**src/rtl/tune_sequencer.sv**
```systemverilog
// Turns dial steps and direct set commands into clamped NCO phase increments.
// Set: 2 cycles to offer; dial: 4 cycles from IDLE; offers wait on phase_ready, and dial steps accumulate meanwhile.
module tune_sequencer #(
  parameter int PHASE_W   = 27,
  parameter int STEP_INC  = 83_886,
  parameter int MIN_INC   = 4_194_304,
  parameter int MAX_INC   = 14_680_064,
  parameter int RESET_INC = 8_388_608
) (
  input  logic               aclk,
  input  logic               reset,
  input  logic [7:0]         dial_inc,
  input  logic               dial_valid,
  input  logic [PHASE_W-1:0] set_inc,
  input  logic               set_valid,
  output logic               set_ready,
  output logic [PHASE_W-1:0] phase_inc,
  output logic               phase_valid,
  input  logic               phase_ready,
  output logic               busy,
  output logic               clamped
);

  localparam int TW = PHASE_W + 14;
  localparam logic signed [TW-1:0] L_MIN  = TW'(MIN_INC);
  localparam logic signed [TW-1:0] L_MAX  = TW'(MAX_INC);
  localparam logic signed [TW-1:0] L_STEP = TW'(STEP_INC);

  typedef enum logic [2:0] {S_INIT, S_IDLE, S_MUL, S_CLAMP, S_ISSUE} state_t;

  state_t                r_state;
  state_t                w_state_nxt;
  logic signed [11:0]    r_pend;
  logic signed [11:0]    r_take;
  logic signed [11:0]    w_pend_base;
  logic signed [11:0]    w_pend_nxt;
  logic signed [12:0]    w_pend_sum;
  logic signed [TW-1:0]  r_target;
  logic signed [TW-1:0]  w_target_mul;
  logic [PHASE_W-1:0]    w_phase_clamped;
  logic                  w_limit;
  logic                  w_take_load;
  logic                  w_set_accept;
  logic [PHASE_W-1:0]    r_phase_inc;
  logic                  r_phase_valid;
  logic                  r_clamped;

  always_ff @(posedge aclk) begin
    if (reset) r_state <= S_INIT;
    else       r_state <= w_state_nxt;
  end

  always_comb begin
    w_state_nxt  = r_state;
    set_ready    = 1'b0;
    w_set_accept = 1'b0;
    w_take_load  = 1'b0;
    case (r_state)
      S_INIT:  w_state_nxt = S_ISSUE;
      S_IDLE: begin
        if (set_valid) begin
          set_ready    = !reset;
          w_set_accept = 1'b1;
          w_state_nxt  = S_CLAMP;
        end else if (r_pend != 12'sd0) begin
          w_take_load = 1'b1;
          w_state_nxt = S_MUL;
        end
      end
      S_MUL:   w_state_nxt = S_CLAMP;
      S_CLAMP: w_state_nxt = S_ISSUE;
      S_ISSUE: if (phase_ready) w_state_nxt = S_IDLE;
      default: w_state_nxt = S_INIT;
    endcase
  end

  // Dial steps land on top of whatever is still pending; a take empties pend first.
  always_comb begin
    w_pend_base = w_take_load ? 12'sd0 : r_pend;
    w_pend_sum  = $signed({w_pend_base[11], w_pend_base}) + $signed({{5{dial_inc[7]}}, dial_inc});
    w_pend_nxt  = w_pend_base;
    if (dial_valid && (dial_inc != 8'd0)) begin
      if (w_pend_sum > 13'sh07FF)      w_pend_nxt = 12'sh7FF;
      else if (w_pend_sum < 13'sh1800) w_pend_nxt = 12'sh800;
      else                             w_pend_nxt = w_pend_sum[11:0];
    end
  end

  // Wide enough that phase + 2047 full steps can never wrap.
  assign w_target_mul = $signed({{(TW-PHASE_W){1'b0}}, r_phase_inc})
                      + $signed({{(TW-12){r_take[11]}}, r_take}) * L_STEP;

  always_comb begin
    w_limit         = 1'b1;
    w_phase_clamped = r_target[PHASE_W-1:0];
    if (r_target < L_MIN)      w_phase_clamped = PHASE_W'(MIN_INC);
    else if (r_target > L_MAX) w_phase_clamped = PHASE_W'(MAX_INC);
    else                       w_limit = 1'b0;
  end

  always_ff @(posedge aclk) begin
    if (reset) begin
      r_pend        <= 12'sd0;
      r_take        <= 12'sd0;
      r_target      <= '0;
      r_phase_inc   <= PHASE_W'(RESET_INC);
      r_phase_valid <= 1'b0;
      r_clamped     <= 1'b0;
    end else begin
      r_pend    <= w_pend_nxt;
      r_clamped <= 1'b0;
      if (w_take_load) r_take <= r_pend;
      if (w_set_accept)          r_target <= $signed({{(TW-PHASE_W){1'b0}}, set_inc});
      else if (r_state == S_MUL) r_target <= w_target_mul;
      case (r_state)
        S_INIT:  r_phase_valid <= 1'b1;
        S_CLAMP: begin
          r_phase_inc   <= w_phase_clamped;
          r_phase_valid <= 1'b1;
          r_clamped     <= w_limit;
        end
        S_ISSUE: if (phase_ready) r_phase_valid <= 1'b0;
        default: ;
      endcase
    end
  end

  assign phase_inc   = r_phase_inc;
  assign phase_valid = r_phase_valid;
  assign clamped     = r_clamped;
  assign busy        = (r_state != S_IDLE);

endmodule

```
**config.mk**
```make
export PLATFORM = sky130hd
export DESIGN_NAME = tune_sequencer
export DESIGN_NICKNAME = d
export VERILOG_FILES = /design/src/rtl/tune_sequencer.sv
export SDC_FILE = /design/constraint.sdc
export NUM_CORES = 1
export LEC_CHECK = 0
export BUFFER_PORTS_ARGS = -buffer_cell sky130_fd_sc_hd__buf_2
export CAP_MARGIN = 15
export CORE_MARGIN = 2
export CORE_UTILIZATION = 56
export DETAILED_ROUTE_END_ITERATION = 16
export PLACE_DENSITY = 0.78
export SLEW_MARGIN = 20
export SYNTH_ARGS = -nofsm -noshare
export SYNTH_HDL_FRONTEND = slang
export SYNTH_SLANG_ARGS = --single-unit
```
**constraint.sdc**
```tcl
create_clock -name aclk -period 5.95 [get_ports aclk]
set_input_delay 0.2975 -clock aclk [delete_from_list [all_inputs] [get_ports aclk]]
set_output_delay 0.2975 -clock aclk [all_outputs]
set_load 0.005 [all_outputs]
```
==> reports/results.txt <==
Core area: 15,800 sq um
Max-Slew Margin vs Limit: 27.7%
Placed wire-length estimate: 18,600 um
CP Data Required Time: 6.22 ns
Critical Path Source: r_take[8]$_SDFFE_PP0P_
Seq/Total Area, Yosys: 19.3%
Total CTS buffers: 9
Final setup viols: 16
FILL cells: 1,140
Hold/Removal Path Class: in2reg
Switching power: 0.704 mW
P&R area growth vs syn: 25.4%
Capturing point of the worst reg2reg path: r_target[29]$_SDFFE_PP0P_
Starting Density: 57.0%
Vias/cell: 5.86
Slowest stage cell, crit path: fa_1
CTS tree: built
Crit-path most repeated cell: fa_1
Yosys cell types: 70
Period utilization: 112%
Number of synthesized register bits: 87
Max cap viols: 0
Failing checks: setup timing
Cts-stage hold buffer count: 0
Clk sink count: 87
Setup Crit Path Kind: reg2reg
Syn. warnings: 0
Top-count cell post-synth: inv_1
Row count: 46
Ys flop type: dfxtp_1
Max incr delay on CP: 0.55 ns
Share of the synthesized area in the top cell type: 19.3%
Routability cong.: 0.914
Post-synth ARST share: 0%
Antenna cells: 0
Port bufs: 70
Clock-pin slew on the worst setup and hold paths: 0.06 ns
Leakage dissipation: 5.68 nW
Worst-skew pair later-pin latency: 0.36 ns
Die Y: 131 um
Post-Place Worst Slack: -0.710 ns
I/O pin total: 71
H-tree levels: 3
Post-route ant nets: 0
Clock Path Buffers: 2
Avg Inst Size Synth: 8.39 sq um
Root buffer cell: clkbuf_16
Pre-antenna DRT Iters: 5
Mapped Cells: 1,075
Initial antenna violation count: 0
Max Freq: 150 MHz
Die Width: 131 um
Setup Skew: 0.00853 ns
Status: finished, violations left
Clock share of power: 26.6%
Syn nets: 1,314
Synth top cells by count: 140 x inv_1, 137 x ha_1, 109 x nand2_1
Die footprint: 17,100 sq um
Global-route wire length before repair: 39,500 um
Data arrival, critical path: 6.94 ns
Fin crit period: 6.67 ns
Worst-Margin Slew: 1.08 ns
Synth top area cells: dfxtp_1 19%, ha_1 19%, fa_1 14%
R2R depth: 28
Pwr/cell area: 174 nW/um^2
Final WL: 26,100 um
Combinational share of power: 38.2%
Critical path capture point: r_target[29]$_SDFFE_PP0P_
Internal Power: 1.27 mW
RSZ-0062 raised after global routing: true
Largest net degree at the start of global routing: 59
Peak VDD IR: 0.219 mV
Nets@finish: 1,504
Residual DRC: 0
Crit path launch type: flip-flop
Post-Layout Cell Count: 1,485
Sw frac: 35.7%
CP endpoint kind: flip-flop
Fin. Hold Viols: 0
Mapped Area: 9020 sq um
Critical Path Fanout Max: 5
Number of synthesized flops with an enable pin: 0
Total vias in the final route: 8,709
Vias in the first global route: 8,310
Final Max Tran Viols: 0
Setup TNS Final: -7.91 ns
Layout cells sized above 1: 25.5%
Crit Reg-Reg Startpoint: r_take[8]$_SDFFE_PP0P_
Worst reg2reg setup slack: -0.72 ns
Final WS setup: -0.717 ns
Flop pwr share: 35.3%
Total grt overflow: 0
Inst Count DP: 1,454
Post-DR wirelength/cell: 17.6 um
Synth area leader: dfxtp_1
Initial DRC Count: 625
Total track usage: 29.1%
[what timing repair did]
action | in CTS | in global routing
gates resized for setup | 19 | 68
setup buffers | 5 | 14
pin swaps | 22 | 38
endpoints found under the setup margin | 15 | 16
[final cells by class]
| type | count | area, sq um | area share, % |
|---|---|---|---|
| timing repair buffer | 214 | 1470 | 13.0 |
| sequential | 87 | 1750 | 15.5 |
| clock inverter | 5 | 36.3 | 0.321 |
| inverter | 140 | 526 | 4.65 |
| multi-input combinational | 813 | 7030 | 62.1 |
| tap | 216 | 270 | 2.39 |
| clock buffer | 10 | 229 | 2.02 |
[metal layers]
metal / up-vias / track usage (%) / wire length (um)
met1: 4188 / 37.3 / 10500
met5: - / 0 / 0
met2: 355 / 49.8 / 13200
met3: 74 / 4.80 / 1500
li1: 4092 / - / -
met4: 0 / 10.1 / 909
[flip-flops by register name, indices dropped and copies added (netlist names)]
register / flops
clamped: 1
r_pend: 12
phase_inc: 27
r_take: 12
phase_valid: 1
r_state: 3
r_target: 31
[worst min path at each step]
stage,to,from,cells after the start
6_report,r_target[9]$_SDFFE_PP0N_,set_inc[9],3
5_1_grt,r_target[6]$_SDFFE_PP0N_,set_inc[6],3
3_5_place_dp,r_target[27]$_SDFFE_PP0P_,r_target[27]$_SDFFE_PP0P_,2
4_1_cts,r_target[9]$_SDFFE_PP0N_,set_inc[9],3
3_3_place_gp,r_target[27]$_SDFFE_PP0P_,r_target[27]$_SDFFE_PP0P_,2
2_1_floorplan,r_target[27]$_SDFFE_PP0P_,r_target[27]$_SDFFE_PP0P_,2
[cells by family (layout without fill, tap and decap cells)]
kind of cell / Yosys count / count (layout) / synth area share, %
muxes: 1 / 1 / 0.111
AOI/OAI and AO/OA: 258 / 258 / 19.2
and+or+nand+nor: 301 / 301 / 15.8
DFF: 87 / 87 / 19.3
adders and majority gates: 199 / 199 / 32.8
xor gates and xnor gates: 54 / 54 / 5.24
buffers and inverters: 175 / 369 / 7.52
[metrics by stage]
step                      hold slack [ns]  utilization, %  area [sq um]  power, mW
after floorplan                     0.432               -          9080       1.18
after detailed placement            0.456            66.5         10500       1.39
after global placement              0.444            66.5         10500       1.37
after global routing                0.231            71.5         11300       2.08
final                               0.203            71.5         11300       1.97
after CTS                           0.192            68.9         10900       1.92
[power by group through the flow]
stage	sequential [mW]	clock, mW	combinational [mW]
final	0.694	0.523	0.751
after global routing	0.698	0.552	0.829
after CTS	0.689	0.530	0.701
after detailed placement	0.701	0	0.688
after global placement	0.701	0	0.666
after floorplan	0.679	0	0.504
[cell usage in the layout (no fill, tap or decap), types with 39 or more instances in the layout]
master / count
inv_1: 132
ha_1: 126
fa_1: 57
a21oi_1: 90
buf_4: 134
xnor2_1: 39
buf_2: 70
nand2_1: 106
nor2_1: 64
dfxtp_1: 80
[worst max-delay path: cells and delay by family (launching register included)]
family	cells	cell delay [ns]
AOI/OAI and AO/OA	8	1.50
xor gates and xnor gates	2	0.20
adders and majority gates	7	2.91
buffers and inverters	3	0.25
DFF	1	0.43
and+or+nand+nor	8	1.28
(Power assumes the default switching activity.)
